<file path="src/rtl/msi_irq_scheduler.sv">
// Round-robin MSI scheduler: latches per-source interrupt edges, maps each source to a
// granted MSI vector, coalesces sources that share a vector, and spaces messages apart.
module msi_irq_scheduler #(
   parameter int unsigned NUM_SRC   = 8,
   parameter int unsigned HOLDOFF   = 16,
   parameter int unsigned CNT_WIDTH = 16
) (
   input  logic                 clk,
   input  logic                 rst,
   input  logic [NUM_SRC-1:0]   irq_src,
   input  logic [NUM_SRC-1:0]   irq_mask,
   input  logic                 msi_enable,
   input  logic [2:0]           msi_vector_width,
   output logic                 intx_msi_request,
   input  logic                 intx_msi_grant,
   output logic [4:0]           msi_vector_num,
   output logic [NUM_SRC-1:0]   pending,
   output logic                 busy,
   output logic [CNT_WIDTH-1:0] msi_sent_count
);

   localparam int unsigned PTR_W   = (NUM_SRC > 1) ? $clog2(NUM_SRC) : 1;
   localparam int unsigned HO_W    = (HOLDOFF > 1) ? $clog2(HOLDOFF) : 1;
   localparam int unsigned HO_LOAD = (HOLDOFF > 0) ? HOLDOFF - 1 : 0;

   typedef enum logic [1:0] {
      S_IDLE,
      S_REQ,
      S_HOLDOFF
   } state_t;

   state_t               state, nxt_state;
   logic [NUM_SRC-1:0]   prev;
   logic [NUM_SRC-1:0]   ev, elig, clr, nxt_pending;
   logic [PTR_W-1:0]     ptr, nxt_ptr, sel, nxt_sel;
   logic [HO_W-1:0]      ho_cnt, nxt_ho_cnt;
   logic                 nxt_request;
   logic [4:0]           nxt_vector, vmask;
   logic [CNT_WIDTH-1:0] nxt_count;
   logic                 pick_found;
   logic [PTR_W-1:0]     pick_idx;

   assign ev          = irq_src & ~prev;
   assign elig        = pending & ~irq_mask;
   assign nxt_pending = (pending & ~clr) | ev;

   // Vector mask from the host-granted vector count, capped at 32 vectors
   always_comb begin
      vmask = 5'h1f;
      case (msi_vector_width)
         3'd0:    vmask = 5'h00;
         3'd1:    vmask = 5'h01;
         3'd2:    vmask = 5'h03;
         3'd3:    vmask = 5'h07;
         3'd4:    vmask = 5'h0f;
         default: vmask = 5'h1f;
      endcase
   end

   // First eligible source at or after the round-robin pointer, wrapping
   always_comb begin
      int unsigned      idx;
      logic [PTR_W-1:0] cand;
      pick_found = 1'b0;
      pick_idx   = '0;
      idx        = 0;
      cand       = '0;
      for (int unsigned k = 0; k < NUM_SRC; k++) begin
         idx = 32'(ptr) + k;
         if (idx >= NUM_SRC) idx = idx - NUM_SRC;
         cand = PTR_W'(idx);
         if (!pick_found && elig[cand]) begin
            pick_found = 1'b1;
            pick_idx   = cand;
         end
      end
   end

   // Next-state and next-output logic
   always_comb begin
      nxt_state   = state;
      nxt_ptr     = ptr;
      nxt_sel     = sel;
      nxt_ho_cnt  = ho_cnt;
      nxt_request = intx_msi_request;
      nxt_vector  = msi_vector_num;
      nxt_count   = msi_sent_count;
      clr         = '0;
      case (state)
         S_IDLE: begin
            if (msi_enable && pick_found) begin
               nxt_sel     = pick_idx;
               nxt_vector  = 5'(pick_idx) & vmask;
               nxt_request = 1'b1;
               nxt_state   = S_REQ;
            end
         end
         S_REQ: begin
            if (intx_msi_grant) begin
               // Coalesce every eligible source that shares the vector being sent
               for (int unsigned j = 0; j < NUM_SRC; j++) begin
                  clr[j] = elig[j] && ((5'(j) & vmask) == msi_vector_num);
               end
               nxt_ptr     = (32'(sel) == NUM_SRC - 1) ? '0 : sel + PTR_W'(1);
               nxt_count   = msi_sent_count + CNT_WIDTH'(1);
               nxt_request = 1'b0;
               if (HOLDOFF > 0) begin
                  nxt_state  = S_HOLDOFF;
                  nxt_ho_cnt = HO_W'(HO_LOAD);
               end else begin
                  nxt_state = S_IDLE;
               end
            end
         end
         S_HOLDOFF: begin
            if (ho_cnt == '0) nxt_state = S_IDLE;
            else              nxt_ho_cnt = ho_cnt - HO_W'(1);
         end
         default: nxt_state = S_IDLE;
      endcase
   end

   // State and output registers
   always_ff @(posedge clk) begin
      if (rst) begin
         state            <= S_IDLE;
         prev             <= '1;
         pending          <= '0;
         ptr              <= '0;
         sel              <= '0;
         ho_cnt           <= '0;
         intx_msi_request <= 1'b0;
         msi_vector_num   <= 5'd0;
         busy             <= 1'b0;
         msi_sent_count   <= '0;
      end else begin
         state            <= nxt_state;
         prev             <= irq_src;
         pending          <= nxt_pending;
         ptr              <= nxt_ptr;
         sel              <= nxt_sel;
         ho_cnt           <= nxt_ho_cnt;
         intx_msi_request <= nxt_request;
         msi_vector_num   <= nxt_vector;
         busy             <= (nxt_state != S_IDLE);
         msi_sent_count   <= nxt_count;
      end
   end

endmodule

</file>
<file path="config.mk">
export PLATFORM = sky130hd
export DESIGN_NAME = msi_irq_scheduler
export DESIGN_NICKNAME = d
export VERILOG_FILES = /design/src/rtl/msi_irq_scheduler.sv
export SDC_FILE = /design/constraint.sdc
export NUM_CORES = 1
export LEC_CHECK = 0
export CORE_ASPECT_RATIO = 0.6
export CORE_MARGIN = 4
export CORE_UTILIZATION = 55
export DETAILED_ROUTE_END_ITERATION = 8
export HOLD_SLACK_MARGIN = 0.15
export PLACE_DENSITY = 0.82
export SYNTH_ARGS = -nofsm -noshare
export SYNTH_HDL_FRONTEND = slang
export SYNTH_SLANG_ARGS = --single-unit
</file>
<file path="constraint.sdc">
create_clock -name clk -period 7.4 [get_ports clk]
set_input_delay 1.48 -clock clk [delete_from_list [all_inputs] [get_ports clk]]
set_output_delay 1.48 -clock clk [all_outputs]
set_load 0.03 [all_outputs]
</file>
==> impl_metrics.py <==
metrics = {
    "outcome": {
        "outcome": "finished, final reports clean",
    },
    "global_routing": {
        "antenna_found_initial": 0,
        "grt_max_degree": 43,
        "grt_use_total_pct": 25.3,
        "overflow": 0,
        "grt_pass1_wl_mm": 14.1,
        "grt_pass1_vias": 2806,
    },
    "finish": {
        "final_util_pct": 67.7,
        "drive_gt1_share_pct": 9.16,
        "fin_area_mm2": 0.00379,
        "finalNonFillerCells": 484,
        "area_growth_pct": 18.7,
        "nNetsFinal": 433,
        "diodes": 0,
    },
    "yosys": {
        "synthCells": 362,
        "synthesis.area_mm2": 0.00319,
        "ys_seq_elements": 49,
        "yosysWarningCount": 0,
        "synth_edf_count": 0,
        "synth-async-reset-ratio_pct": 0,
        "syn_area_per_cell_um2": 8.82,
        "ys_seq_area_share_pct": 30.7,
        "ys_types": 62,
        "synth_flop_cell": "dfxtp_1",
    },
    "cts": {
        "clock_sinks": 49,
        "h-tree-depth": 2,
        "path_clk_slew_ns": 0.08,
        "postCtsResizedCells": 0,
        "cts_buffers": 5,
        "clock_latency_ns": 0.30,
        "tritoncts": "yes",
        "cts_buffer_depth": 2,
        "postCtsHoldBufs": 0,
        "clock-root-buffer": "clkbuf_8",
        "cts_setup_buffers": 0,
    },
    "critical_path": {
        "reg2regPathDepth": 9,
        "worst_setup_path_start_kind": "input pin",
        "crit_type": "in -> reg",
        "timing.rr.start": "ptr[1]$_SDFFE_PP0P_",
        "crit_fanout": 7,
        "reg2reg_slack_ns": 3.51,
        "worstPathRequired_ns": 7.59,
        "crit_path_end": "msi_vector_num[1]$_SDFFE_PP0P_",
        "crit_arrival_ns": 4.14,
        "crit_start": "irq_mask[2]",
        "crit_path_end_kind": "flip-flop",
        "r2r_end": "msi_vector_num[1]$_SDFFE_PP0P_",
    },
    "place": {
        "dp_cells": 477,
        "pre_cts_slack_ns": 3.22,
        "port-buffer-count": 51,
        "routabilityCongestion": 0.961,
        "place_area_mm2": 0.00370,
        "hpwl_mm": 6.72,
    },
    "die": {
        "initial_core_util_pct": 57.1,
        "io_pins": 54,
        "fp-row-count": 21,
        "dieArea_mm2": 0.00713,
        "die_height_um": 67.0,
        "dieWidth_um": 106,
        "core-area_mm2": 0.00560,
    },
    "sta": {
        "finalSetupViolCount": 0,
        "fin_ws_ns": 3.45,
        "max_freq_ghz": 0.253,
        "final_hold_viol_count": 0,
        "slew_viol_final": 0,
        "finalSetupTns_ns": 0,
        "finClkSkew_ns": 0.00746,
        "fin_crit_ns": 3.95,
        "max_slew.worst_pin.slew_ns": 0.805,
        "slew_headroom_pct": 46.1,
        "fin_crit_sh_pct": 53.3,
        "rsz0062_at_grt": "no",
        "whs_ns": 0.475,
    },
    "power": {
        "comb_power_share_pct": 22.5,
        "power.total_uw": 577,
        "leakage_nw": 1.32,
        "p_int_uw": 409,
        "max-vdd-ir-drop_uv": 130,
        "power_density_mw_per_mm2": 152,
        "seqPwrFrac_pct": 50.2,
        "p_clk_share_pct": 27.3,
        "sw_frac_of_total_pct": 29.2,
        "switchingPower_uw": 169,
    },
    "drt": {
        "first_pass_iters": 4,
        "route.detailed.drc": 0,
        "ant_nets": 0,
        "wire_per_inst_um": 18.1,
        "first_iter_violations": 257,
        "viasPerCell": 6.11,
        "vias": 2955,
        "finalWirelength_mm": 8.74,
    },
    "flow_run": {
        "maxCapViolCount": 0,
    },
    "hold_path": {
        "hold_path.class": "reg -> reg",
    },
}
[final cells by class]
class,instances,area [um^2]
Clock buffer,7,86.3
Fill cell,481,1810
Inverter,9,33.8
Multi-Input combinational cell,286,2060
Sequential cell,49,981
Tap cell,80,100
Timing Repair Buffer,53,526
[layer usage]
metal | GRT usage [%] | wire length [um] | vias up
li1 | - | - | 1403
met1 | 36.8 | 4170 | 1402
met2 | 36.3 | 3570 | 140
met3 | 8.42 | 927 | 10
met4 | 4.85 | 68 | 0
met5 | 0 | 0 | -
[worst max-delay path, stage by stage]
cell,delay (ns)
clkdlybuf4s50_1,0.46
nor2b_1,0.38
mux2i_1,0.25
mux4_2,0.57
nand3_1,0.25
o21ai_1,0.22
and2b_1,0.28
a22o_1,0.24
[cells in the mapped netlist, types with 10 or more instances]
| cell type | instances | share of area, % |
|---|---|---|
| a21oi_1 | 24 | 3.8 |
| xnor2_1 | 11 | 3.0 |
| nor2b_1 | 10 | 2.0 |
| o21ai_0 | 10 | 1.6 |
| nand2b_1 | 17 | 3.3 |
| or2_2 | 10 | 2.0 |
| dfxtp_1 | 49 | 31 |
| clkbuf_1 | 13 | 1.5 |
| mux4_2 | 10 | 7.1 |
| mux2i_1 | 14 | 4.4 |
| nor2_1 | 30 | 3.5 |
| nand2_1 | 35 | 4.1 |
[cell usage in the layout, fill, tap and decap left out, types with 3 or more instances in the layout]
| cell | synthesis | final |
|---|---|---|
| nor3b_1 | 4 | 4 |
| mux2i_1 | 14 | 14 |
| mux4_2 | 10 | 10 |
| nand3_1 | 6 | 6 |
| o22ai_1 | 3 | 3 |
| nor4_1 | 3 | 3 |
| a2111oi_0 | 3 | 3 |
| nand2_1 | 35 | 35 |
| nand4_1 | 4 | 4 |
| o31ai_1 | 7 | 7 |
| a211oi_1 | 3 | 3 |
| a221oi_1 | 3 | 3 |
| nand2b_1 | 17 | 17 |
| and3_1 | 4 | 4 |
| o2bb2ai_1 | 3 | 3 |
| or3_1 | 8 | 8 |
| inv_1 | 9 | 9 |
| mux2_2 | 3 | 3 |
| and3b_1 | 3 | 3 |
| or2_2 | 10 | 10 |
| o21ai_0 | 10 | 10 |
| a21oi_1 | 24 | 24 |
| dfxtp_1 | 49 | 49 |
| o41ai_1 | 3 | 3 |
| nor2b_1 | 10 | 10 |
| ha_1 | 6 | 6 |
| xnor2_1 | 11 | 11 |
| clkdlybuf4s50_1 | 0 | 51 |
| xor2_1 | 9 | 9 |
| clkbuf_8 | 0 | 6 |
| nor2_1 | 30 | 30 |
[how the worst min path moves through the flow]
| stage | from | endpoint | cells after the start | slack (ns) |
|---|---|---|---|---|
| floorplan | sel[1]$_SDFFE_PP0P_ | sel[1]$_SDFFE_PP0P_ | 1 | 0.43 |
| global placement | sel[1]$_SDFFE_PP0P_ | sel[1]$_SDFFE_PP0P_ | 1 | 0.45 |
| detailed placement | intx_msi_request$_SDFFE_PP0P_ | intx_msi_request$_SDFFE_PP0P_ | 2 | 0.46 |
| CTS | intx_msi_request$_SDFFE_PP0P_ | intx_msi_request$_SDFFE_PP0P_ | 2 | 0.48 |
| global route | intx_msi_request$_SDFFE_PP0P_ | intx_msi_request$_SDFFE_PP0P_ | 2 | 0.50 |
| finish | intx_msi_request$_SDFFE_PP0P_ | intx_msi_request$_SDFFE_PP0P_ | 2 | 0.48 |
[flip-flops by register name (all words and copies together) (netlist names)]
name,flops
state,2
ptr,3
busy,1
msi_sent_count,16
pending,8
sel,3
msi_vector_num,3
ho_cnt,4
prev,8
intx_msi_request,1
[cell families (layout without fill, tap and decap cells)]
family / Yosys count / in the layout / share of synthesized area (%)
XOR/XNOR: 20 / 20 / 5.49
AND/OR/NAND/NOR: 146 / 146 / 24.4
AO/OA/AOI/OAI: 83 / 83 / 18.1
adder cells (fa/ha/maj): 6 / 6 / 2.35
flip-flops: 49 / 49 / 30.7
multiplexers: 29 / 29 / 14.1
buffers and inverters: 28 / 69 / 4.74
other: 1 / 2 / 0.117
[power groups by stage]
| stage | Clock [mW] | Combinational [mW] | Sequential [mW] |
|---|---|---|---|
| 2_1_floorplan | 0 | 0.0782 | 0.301 |
| 3_3_place_gp | 0 | 0.126 | 0.295 |
| 3_5_place_dp | 0 | 0.127 | 0.295 |
| 4_1_cts | 0.160 | 0.128 | 0.289 |
| 5_1_grt | 0.171 | 0.140 | 0.291 |
| 6_report | 0.158 | 0.130 | 0.290 |
No activity file was read; power rests on OpenSTA's default activity.
==> patch: new RTL, same flow settings <==
Put one more register stage on the output `msi_sent_count`, with the module's reset. The value now appears one clock later. The other outputs are not delayed to match.
--- a/src/rtl/msi_irq_scheduler.sv
+++ b/src/rtl/msi_irq_scheduler.sv
@@ -28,6 +28,8 @@
       S_REQ,
       S_HOLDOFF
    } state_t;
+
+   logic [CNT_WIDTH-1:0] msi_sent_count_s0;
 
    state_t               state, nxt_state;
    logic [NUM_SRC-1:0]   prev;
@@ -84,7 +86,7 @@
       nxt_ho_cnt  = ho_cnt;
       nxt_request = intx_msi_request;
       nxt_vector  = msi_vector_num;
-      nxt_count   = msi_sent_count;
+      nxt_count   = msi_sent_count_s0;
       clr         = '0;
       case (state)
          S_IDLE: begin
@@ -102,7 +104,7 @@
                   clr[j] = elig[j] && ((5'(j) & vmask) == msi_vector_num);
                end
                nxt_ptr     = (32'(sel) == NUM_SRC - 1) ? '0 : sel + PTR_W'(1);
-               nxt_count   = msi_sent_count + CNT_WIDTH'(1);
+               nxt_count   = msi_sent_count_s0 + CNT_WIDTH'(1);
                nxt_request = 1'b0;
                if (HOLDOFF > 0) begin
                   nxt_state  = S_HOLDOFF;
@@ -132,7 +134,7 @@
          intx_msi_request <= 1'b0;
          msi_vector_num   <= 5'd0;
          busy             <= 1'b0;
-         msi_sent_count   <= '0;
+         msi_sent_count_s0 <= '0;
       end else begin
          state            <= nxt_state;
          prev             <= irq_src;
@@ -143,7 +145,15 @@
          intx_msi_request <= nxt_request;
          msi_vector_num   <= nxt_vector;
          busy             <= (nxt_state != S_IDLE);
-         msi_sent_count   <= nxt_count;
+         msi_sent_count_s0 <= nxt_count;
+      end
+   end
+
+   always_ff @(posedge clk) begin
+      if (rst) begin
+         msi_sent_count <= '0;
+      end else begin
+         msi_sent_count <= msi_sent_count_s0;
       end
    end
 
Formal check against the unedited RTL: not equivalent (Yosys sat finds a counterexample within 10 cycles, from zero or initial values and one cycle with rst high).
==> patch against the unedited design <==
- wire length is 5.7% higher
- worst setup slack worse by 0.051 ns
- global-route usage is 1.3 points lower
- worst hold slack worse by 0.011 ns
- cell area is 15% higher
- utilization is 1.8 points higher
- fmax is 1.3% lower
- power is 44% higher
- sequential cell count is 16 higher
- synthesized area is 15% higher
- critical path type is now reg -> reg
- critical endpoint is now sel[2]
==> patch: results (changes against the unedited design) <==
Drt
  • Met3 wire len: 905 µm (-2.4%)
  • Initial DRC Count: 265 (+3.1%)
  • DR WL/cell: 18.1 µm (+0.11%)
  • Wl on met1: 4.33 mm (+3.6%)
  • Iteration count of the initial detailed-routing pass: 5 (+1)
  • Via count: 3048 (+3.1%)
  • Uppermost layer routed: met4
  • Via density: 5.96 (-2.3%)
  • Met2 routed WL: 3.88 mm (+8.7%)

Power
  • Pwr dens: 191 nW/µm² (+25%)
  • P_leak: 1.54 nW (+17%)
  • Maximum vdd drop: 0.127 mV (-2.6%)

Worst setup path
  • Worst setup path startpoint: ptr[1]
  • CP peak stage delay: 0.63 ns (+0.06 ns)
  • Worst setup path endpoint: sel[2]
  • Largest delay contributor family on the critical path: simple AND/OR/NAND/NOR gates
  • R2R Setup Slk: 3.40 ns (-0.11 ns)
  • Critical-path top delay cell: dfxtp_1
  • Critical Path Fanout Max: 12 (+5)
  • Register-to-Register Path Depth: 9 (unchanged)
  • Arr. time, crit path: 4.27 ns (+0.13 ns)

Finish
  • Fraction of layout cells with a size suffix above 1: 13.6% (+4.4 points)
  • Top Registers: msi_sent_count x16, msi_sent_count_s0 x16
  • Diode count: 0 (unchanged)
  • NumNets Final: 452 (+4.4%)
  • Fillers: 502 (+4.4%)

Logic synthesis
  • Most common library cells after synthesis: dfxtp_1 (65), nor2_1 (33), nor2b_1 (25)
  • Synth area leaders: dfxtp_1 (36%), mux4_2 (8.0%), nor2b_1 (4.3%)
  • Netlist cell types: 67 (+8.1%)
  • Cells after Synth: 380 (+5.0%)
  • Asr flop ratio synth: 0% (unchanged)
  • Register area share after synthesis: 35.6% (+4.8 points)

Global route
  • Met2 usage: 34.3% (-2.0 points)
  • First-pass GRT wire length: 15.0 mm (+6.9%)
  • Met1 Resource Use GR: 34.3% (-2.6 points)
  • Vias in the first global route: 2873 (+2.4%)
  • GR Overflow Total: 0 (unchanged)
  • Global Route Usage Sum: 24.1% (-1.3 points)
  • Pin count of the biggest net entering global routing: 69 (+60%)
  • GR met3 Demand/Resource: 8.72% (+0.30 points)

STA
  • Final Max Slew Viols: 0 (unchanged)
  • Fin Clk Skew: 0.00459 ns (-0.00287 ns)
  • Final Hold Slack: 0.465 ns (-0.0105 ns)
  • Fmax: 250 MHz (-1.3%)
  • Rel. slew slack: 26.3% (-20 points)

CTS
  • CTS buffer count: 9 (+4)
  • Clk_lat worst skew: 0.35 ns (+0.05 ns)
  • Post_cts resized: 0 (unchanged)
  • H-tree Lvls: 3 (+1)
  • Clk slew on worst S/H paths: 0.06 ns (-0.02 ns)

Worst hold path
  • Hold Crit Class: reg -> reg
  • Hold Path Sink: intx_msi_request
  • HP Start: intx_msi_request

Placed design
  • Cell Area, Placed: 4150 µm² (+12%)
  • Cell count after placement: 496 (+4.0%)
  • Gp weighted congestion: 1.03 (+6.9%)
  • HPWL after DPL: 6.87 mm (+2.3%)
  • I/O Buffers: 51 (unchanged)
  • Dpl ws: 3.12 ns (-0.0932 ns)

Outcome
  • Run status: finished clean
[patch: cell count changes after synthesis, sizes merged, moves of 6 or more]
cell	delta
nand2	-10
o21ai	-6
nor2b	+15
nor3	+12
dfxtp	+16
[patch: report_power, final]
group	internal (W)	switching, W
clock network	0.000190	0.000128
registers	0.000362	0.0000124
logic	0.0000632	0.0000785
[patch: final cells by class]
cell class,instances,area share (%)
Clock buffer,13,4.10
Clock inverter,2,0.802
Inverter,10,0.917
Multi-Input combinational cell,285,50.2
Sequential cell,65,29.8
Tap cell,84,2.41
Timing Repair Buffer,52,11.7
[patch: logic make-up after synthesis]
kind of cell	count (synthesis)	share of synthesized area, %
DFF	65	35.6
buffers and inverters	31	4.58
adders and majority gates	6	2.05
and+or+nand+nor	157	23.7
muxes	31	14.8
xor gates and xnor gates	22	5.27
other	1	0.103
AOI/OAI and AO/OA	67	13.9
